<file path="config.mk">
export PLATFORM = sky130hd
export DESIGN_NAME = fcc
export DESIGN_NICKNAME = d
export VERILOG_FILES = /design/src/rtl/fcc.sv
export SDC_FILE = /design/constraint.sdc
export NUM_CORES = 1
export LEC_CHECK = 0
export BUFFER_PORTS_ARGS = -buffer_cell sky130_fd_sc_hd__buf_2
export CAP_MARGIN = 15
export CORE_ASPECT_RATIO = 0.9
export CORE_MARGIN = 1
export CORE_UTILIZATION = 60
export DETAILED_ROUTE_END_ITERATION = 8
export GPL_ROUTABILITY_DRIVEN = 0
export PLACE_DENSITY = 0.83
export SLEW_MARGIN = 20
export SYNTH_ARGS = -nofsm -noshare
export SYNTH_HDL_FRONTEND = slang
export SYNTH_SLANG_ARGS = --single-unit
</file>
<file path="constraint.sdc">
create_clock -name clk -period 4.9 [get_ports clk]
set_input_delay 0.49 -clock clk [delete_from_list [all_inputs] [get_ports clk]]
set_output_delay 0.49 -clock clk [all_outputs]
set_load 0.01 [all_outputs]
</file>
<file path="src/rtl/fcc.sv">
// Flow-control credit counters for the five output directions of a NoC router.
// Each direction keeps a saturating free-slot count; its credit-enable is high while the count is non-zero.
module fcc #(
  parameter int unsigned BUF_DEPTH = 4,
  parameter int unsigned CNT_W     = $clog2(BUF_DEPTH + 1)
) (
  input  logic clk,
  input  logic rst_n,
  input  logic n_incr_i,
  input  logic s_incr_i,
  input  logic e_incr_i,
  input  logic w_incr_i,
  input  logic l_incr_i,
  input  logic n_decr_i,
  input  logic s_decr_i,
  input  logic e_decr_i,
  input  logic w_decr_i,
  input  logic l_decr_i,
  output logic credit_en_north_o,
  output logic credit_en_south_o,
  output logic credit_en_east_o,
  output logic credit_en_west_o,
  output logic credit_en_local_o
);

  localparam int unsigned NDIR = 5;
  localparam logic [CNT_W-1:0] FULL = CNT_W'(BUF_DEPTH);

  logic [NDIR-1:0] incr;
  logic [NDIR-1:0] decr;
  logic [NDIR-1:0] en_c;

  // Direction order: north, south, east, west, local (bit 0 .. bit 4).
  assign incr = {l_incr_i, w_incr_i, e_incr_i, s_incr_i, n_incr_i};
  assign decr = {l_decr_i, w_decr_i, e_decr_i, s_decr_i, n_decr_i};

  for (genvar g = 0; g < NDIR; g++) begin : g_ch
    logic [CNT_W-1:0] cnt_d;
    logic [CNT_W-1:0] cnt_nxt;

    // Saturating up/down; a simultaneous return and consume cancel out.
    always_comb begin
      cnt_nxt = cnt_d;
      case ({incr[g], decr[g]})
        2'b10: if (cnt_d != FULL) cnt_nxt = cnt_d + CNT_W'(1);
        2'b01: if (cnt_d != '0)   cnt_nxt = cnt_d - CNT_W'(1);
        default: cnt_nxt = cnt_d;
      endcase
    end

    always_ff @(posedge clk or negedge rst_n) begin
      if (!rst_n) cnt_d <= FULL;
      else        cnt_d <= cnt_nxt;
    end

    // Decoded from the counter register only, so no input-to-output path.
    assign en_c[g] = (cnt_d != '0);
  end

  assign credit_en_north_o = en_c[0];
  assign credit_en_south_o = en_c[1];
  assign credit_en_east_o  = en_c[2];
  assign credit_en_west_o  = en_c[3];
  assign credit_en_local_o = en_c[4];

endmodule

</file>
==> results.sh, run 1 <==
export IMPL_p_leak_nw=0.5351
export IMPL_nets=161
export IMPL_period_share_pct=36.68
export IMPL_grt_first_pass_wirelength_mm=3.801
export IMPL_startpoint_type="primary input"
export IMPL_final_cells=167
export IMPL_worstSetupPathType="primary input to register"
export IMPL_regMostFlops="g_ch.cnt_d"
export IMPL_groute_usage_overall_pct=26.15
export IMPL_ys_seq_area_share_pct=33.48
export IMPL_finClkSkew_ns=0.001337
export IMPL_die_h_um=43.35
export IMPL_synth_nets=141
export IMPL_dr_total_vias=961
export IMPL_synth_area_um2=1140
export IMPL_synthArstFlopShare_pct=100.0
export IMPL_finalPower_mw=0.7374
export IMPL_crit_path_max_incr_delay_ns=0.42
export IMPL_drcViolationCount=0
export IMPL_grt_overflow=0
export IMPL_crit_start="w_decr_i"
export IMPL_clkTransAtPathRegs_ns=0.09
export IMPL_r2r_end="g_ch[4].cnt_d[2]"
export IMPL_post_drt_via_cell_ratio=5.754
export IMPL_synth_area_leaders="dfrtp_1, dfstp_2, fa_1"
export IMPL_max_vdd_ir_drop_uv=423.0
export IMPL_max_clock_freq_mhz=556.3
export IMPL_synth_top_area_share_pct=21.95
export IMPL_max_slew_worst_pin_slew_ns=0.3295
export IMPL_cts_hold_buf=0
export IMPL_numPortBuffers=16
export IMPL_fin_util_pct=73.45
export IMPL_initial_core_util_pct=65.73
export IMPL_reg_top3="g_ch.cnt_d (15)"
export IMPL_cp_max_fo=5
export IMPL_dp_final_hpwl_mm=1.727
export IMPL_io_pins=17
export IMPL_slew_headroom_pct=78.03
export IMPL_yosys_warnings=0
export IMPL_final_antenna_net_count=0
export IMPL_largest_reg_flops=15
export IMPL_clock_path_buffers=2
export IMPL_areaGrowthSynthToFinish_pct=11.75
export IMPL_rrSetupSlack_ns=3.13
export IMPL_synth_area_per_cell_um2=9.192
export IMPL_grt_pass1_vias=954
export IMPL_yosysMostFrequentCell="inv_1"
export IMPL_required_ns=5.13
export IMPL_outcome="complete, no violations"
export IMPL_synth_main_ff_cell="dfrtp_1"
export IMPL_wl_mm=2.240
export IMPL_path_cells="buf_2 -> nor2b_1 -> inv_1 -> fa_1 -> nor3b_1 -> a221oi_1 -> o21bai_1"
export IMPL_nFillCells=127
export IMPL_numCtsBuffers=3
export IMPL_dr_pass1_iters=4
export IMPL_finalSetupViolations=0
export IMPL_place_ws_ns=2.848
export IMPL_die_w_um=47.95
export IMPL_diodes=0
export IMPL_dieArea_um2=2078
export IMPL_reg2reg_depth=5
export IMPL_synthTopCellsByCount="inv_1, dfrtp_1, o21ai_0"
export IMPL_core_um2=1734
export IMPL_htreeDepth=1
export IMPL_critPathArrivalTime_ns=2.02
export IMPL_maxSlewViolCount=0
export IMPL_drive_gt1_share_pct=20.98
export IMPL_endpoint_kind="register"
export IMPL_cts_root_buf="clkbuf_4"
export IMPL_worst_slack_ns=3.102
export IMPL_cts_tree="done"
export IMPL_finalSetupTns_ns=0
export IMPL_postCtsSetupRepairBufs=0
export IMPL_clock_sinks=15
export IMPL_synth_largest_area_cell="dfrtp_1"
export IMPL_hold_viol_final=0
export IMPL_synth_cells=124
export IMPL_clock_latency_ns=0.29
export IMPL_placedCellCount=163
export IMPL_rsz0062_at_grt="no"
export IMPL_endpoint="g_ch[3].cnt_d[2]"
export IMPL_grt_antenna_before_repair=0
export IMPL_power_density_nw_per_um2=578.9
export IMPL_min_path_type="primary input to asynchronous set/reset pin"
export IMPL_cts_resized=0
export IMPL_wire_per_inst_um=13.41
export IMPL_drt_iter0_drc=20
export IMPL_synth_distinct_cells=33
export IMPL_fp_row_count=14
export IMPL_ys_seq_elements=15
export IMPL_synth_edf_count=0
export IMPL_grt_max_degree=16
export IMPL_period_minus_slack_ns=1.798
export IMPL_drv_cap=0
export IMPL_critical_path_slowest_cell="fa_1"
export IMPL_reg2reg_from="g_ch[4].cnt_d[0]"
[kinds of logic (layout without fill, tap and decap cells)]
logic type / after synthesis / count (layout) / synth area share (%)
simple gates: 37 / 37 / 20.09
compound gates: 40 / 40 / 23.82
flops: 15 / 15 / 33.48
fa+ha+maj: 5 / 5 / 8.782
xor+xnor: 10 / 10 / 7.684
buf+inv: 16 / 35 / 5.268
mux: 1 / 1 / 0.8782
[final cells by class]
type	instances	area, µm²	share of cell area, %
clock buffer	3	22.52	1.768
tap	24	30.03	2.358
timing repair buffer	16	80.08	6.287
multi-input combinational	93	698.2	54.81
sequential	15	381.6	29.96
clock inverter	1	5.005	0.3929
inverter	15	56.30	4.420
[metal layers]
metal  track usage, %  wire, µm  vias up
met5                0         0        -
met4            10.00        36        0
met3            9.167        83        6
met2            41.62      1044       21
met1            32.29      1075      450
li1                 -         -      484
[placed cells by master (no fill, tap or decap), drive strengths merged]
master,count
o21ai,8
o211a,2
o211ai,3
a32oi,3
dfstp,5
or4b,1
o21bai,2
or2,2
nand3b,1
xor2,4
or3b,2
a21oi,7
nand3,2
nor2b,5
clkbuf,3
a21o,1
inv,15
xnor2,6
nand2b,7
buf,16
a31oi,2
nand2,4
a221oi,3
nor2,4
mux2i,1
o32ai,2
nor3b,6
dfrtp,10
o22ai,3
clkinv,1
fa,5
a22oi,2
o21a,2
or3,3
[per-stage QoR]
step | hold slack (ns) | area [µm²]
3_3_place_gp | 0.4065 | 1246
2_1_floorplan | 0.1944 | 1140
3_5_place_dp | 0.4074 | 1246
6_report | 0.08322 | 1274
4_1_cts | 0.08798 | 1274
5_1_grt | 0.1009 | 1274
[how the worst min path moves through the flow]
stage / startpoint / endpoint / slack (ns) / depth (start not counted)
floorplan: rst_n / g_ch[0].cnt_d[0] / 0.19 / 0
global placement: rst_n / g_ch[4].cnt_d[1] / 0.41 / 1
detailed placement: rst_n / g_ch[4].cnt_d[1] / 0.41 / 1
CTS: rst_n / g_ch[1].cnt_d[0] / 0.09 / 1
global route: rst_n / g_ch[1].cnt_d[0] / 0.10 / 1
finish: rst_n / g_ch[1].cnt_d[0] / 0.08 / 1
[report_power, final]
part           total [mW]  internal [mW]  switching, mW  leakage (nW)
registers           0.285          0.205         0.0803         0.171
logic               0.379          0.181          0.198         0.346
clock network      0.0731         0.0304         0.0427        0.0177
[worst max-delay path: cells and delay by family]
| kind | cells | cell delay, ns |
|---|---|---|
| simple gates | 2 | 0.60 |
| compound gates | 2 | 0.29 |
| buf+inv | 2 | 0.22 |
| fa+ha+maj | 1 | 0.42 |
No activity file was read; power rests on OpenSTA's default activity.
==> run 2, diff against run 1 <==
- CORE_UTILIZATION: 60 -> 56
- PLACE_DENSITY: 0.83 -> 0.79
- clock period: 4.9 -> 1.67 ns (I/O delays scaled with it)
==> results.sh, run 2 (synthesis results as in run 1) <==
export IMPL_period_minus_slack_ns=1.656
export IMPL_maxSlewViolCount=0
export IMPL_outcome="complete, no violations"
export IMPL_die_w_um=49.56
export IMPL_cp_max_fo=3
export IMPL_largest_reg_flops=15
export IMPL_wl_mm=2.464
export IMPL_clock_path_buffers=2
export IMPL_placed_area_um2=1315
export IMPL_fp_row_count=15
export IMPL_dr_pass1_iters=5
export IMPL_place_ws_ns=0.04917
export IMPL_grt_overflow=0
export IMPL_clock_latency_ns=0.28
export IMPL_reg2reg_depth=5
export IMPL_wl_met1_mm=1.087
export IMPL_top_layer_used="met3"
export IMPL_post_drt_via_cell_ratio=5.704
export IMPL_finClkSkew_ns=0.002723
export IMPL_endpoint_kind="register"
export IMPL_nets=172
export IMPL_finalSetupTns_ns=0
export IMPL_finalPower_mw=2.334
export IMPL_initial_core_util_pct=59.54
export IMPL_p_leak_nw=0.5895
export IMPL_layout_commonest_cell="buf_2"
export IMPL_drv_cap=0
export IMPL_min_path_type="primary input to register"
export IMPL_layout_common_cells="buf_2, inv_1, dfrtp_1, buf_4, o21ai_0"
export IMPL_diodes=0
export IMPL_clock_sinks=15
export IMPL_fin_util_pct=71.50
export IMPL_dp_final_hpwl_mm=1.848
export IMPL_period_share_pct=99.16
export IMPL_multi_input_area_um2=706.9
export IMPL_grt_max_degree=16
export IMPL_drive_gt1_share_pct=27.27
export IMPL_grt_antenna_before_repair=0
export IMPL_path_cells="inv_1 -> fa_1 -> or3b_2 -> o22ai_2 -> a21oi_1"
export IMPL_clkTransAtPathRegs_ns=0.10
export IMPL_drt_iter0_drc=21
export IMPL_required_ns=1.88
export IMPL_worstSetupPathType="register to register"
export IMPL_ff_latch_area_um2=381.6
export IMPL_wl_met2_mm=1.313
export IMPL_dieArea_um2=2220
export IMPL_critPathArrivalTime_ns=1.87
export IMPL_hold_viol_final=0
export IMPL_max_clock_freq_mhz=603.9
export IMPL_power_density_nw_per_um2=1705
export IMPL_areaGrowthSynthToFinish_pct=20.09
export IMPL_die_h_um=44.80
export IMPL_crit_path_max_incr_delay_ns=0.49
export IMPL_max_slew_worst_pin_slew_ns=0.3509
export IMPL_dr_total_vias=1021
export IMPL_regMostFlops="g_ch.cnt_d"
export IMPL_final_antenna_net_count=0
export IMPL_htreeDepth=1
export IMPL_grt_first_pass_wirelength_mm=3.795
export IMPL_nFillCells=154
export IMPL_cts_root_buf="clkbuf_4"
export IMPL_groute_usage_overall_pct=22.68
export IMPL_fin_area_um2=1369
export IMPL_max_vdd_ir_drop_uv=1150
export IMPL_numPortBuffers=16
export IMPL_critical_path_slowest_cell="or3b_2"
export IMPL_numCtsBuffers=3
export IMPL_hold_depth=2
export IMPL_worst_slack_ns=0.01399
export IMPL_io_pins=17
export IMPL_startpoint_type="register"
export IMPL_slew_headroom_pct=76.60
export IMPL_wire_per_inst_um=13.77
export IMPL_finalSetupViolations=0
export IMPL_grt_pass1_vias=918
export IMPL_reg_top3="g_ch.cnt_d (15)"
export IMPL_wl_met3_um=63
export IMPL_core_um2=1914
export IMPL_drcViolationCount=0
export IMPL_cts_tree="done"
==> run 2: cell count changes in the layout (fill, tap and decap cells not counted) <==
| cell | delta |
|---|---|
| fa_1 | -1 |
| o22ai_1 | -1 |
| fa_2 | +1 |
| dlygate4sd3_1 | +1 |
| o22ai_2 | +1 |
| buf_4 | +10 |
==> run 2: per-layer routing <==
metal,track usage [%],vias to the layer above
met2,44.32,22
li1,-,503
met4,3.429,0
met5,0,-
met3,2.020,0
met1,27.98,496
==> run 2: worst paths after layout <==
path	slack (ns)	from	end
worst min register to register	0.52	g_ch[2].cnt_d[1]	g_ch[2].cnt_d[0]
worst max-delay path	0.01	g_ch[1].cnt_d[0]	g_ch[1].cnt_d[2]
max in group asynchronous	1.05	rst_n	g_ch[4].cnt_d[2]
min in group asynchronous	0.32	rst_n	g_ch[2].cnt_d[0]
worst min-delay path	0.06	s_incr_i	g_ch[1].cnt_d[2]
worst max register to register	0.01	g_ch[1].cnt_d[0]	g_ch[1].cnt_d[2]
==> run 2: final cells by class <==
cell class / instances / area share, %
Inverter: 15 / 4.113
Sequential cell: 15 / 27.88
Tap cell: 25 / 2.285
Clock inverter: 1 / 0.3656
Timing Repair Buffer: 27 / 12.07
Multi-Input combinational cell: 93 / 51.65
Clock buffer: 3 / 1.645
==> run 2: repair_timing <==
action,CTS,global route
gates resized for setup,0,2
endpoints found under the setup margin,0,2
endpoints found under the hold margin,10,0
buffers inserted,0,1
hold buffers,1,0
==> run 2: where the power goes <==
| group | internal (mW) | switching (mW) |
|---|---|---|
| Clock | 0.0888 | 0.128 |
| Combinational | 0.658 | 0.674 |
| Sequential | 0.601 | 0.184 |
| Total | 1.35 | 0.987 |
==> run 2: worst max-delay path: cells and delay by family (launching register included) <==
family	cells	cell delay (ns)
flip-flops	1	0.38
AND/OR/NAND/NOR	1	0.49
buffers and inverters	1	0.09
AO/OA/AOI/OAI	2	0.18
adder cells (fa/ha/maj)	1	0.44
==> run 2: metrics by stage <==
stage / std cells / hold slack, ns
floorplan: 124 / -0.1286
global placement: 173 / 0.08210
detailed placement: 173 / 0.08956
CTS: 178 / 0.05551
global route: 179 / 0.07720
finish: 179 / 0.05805
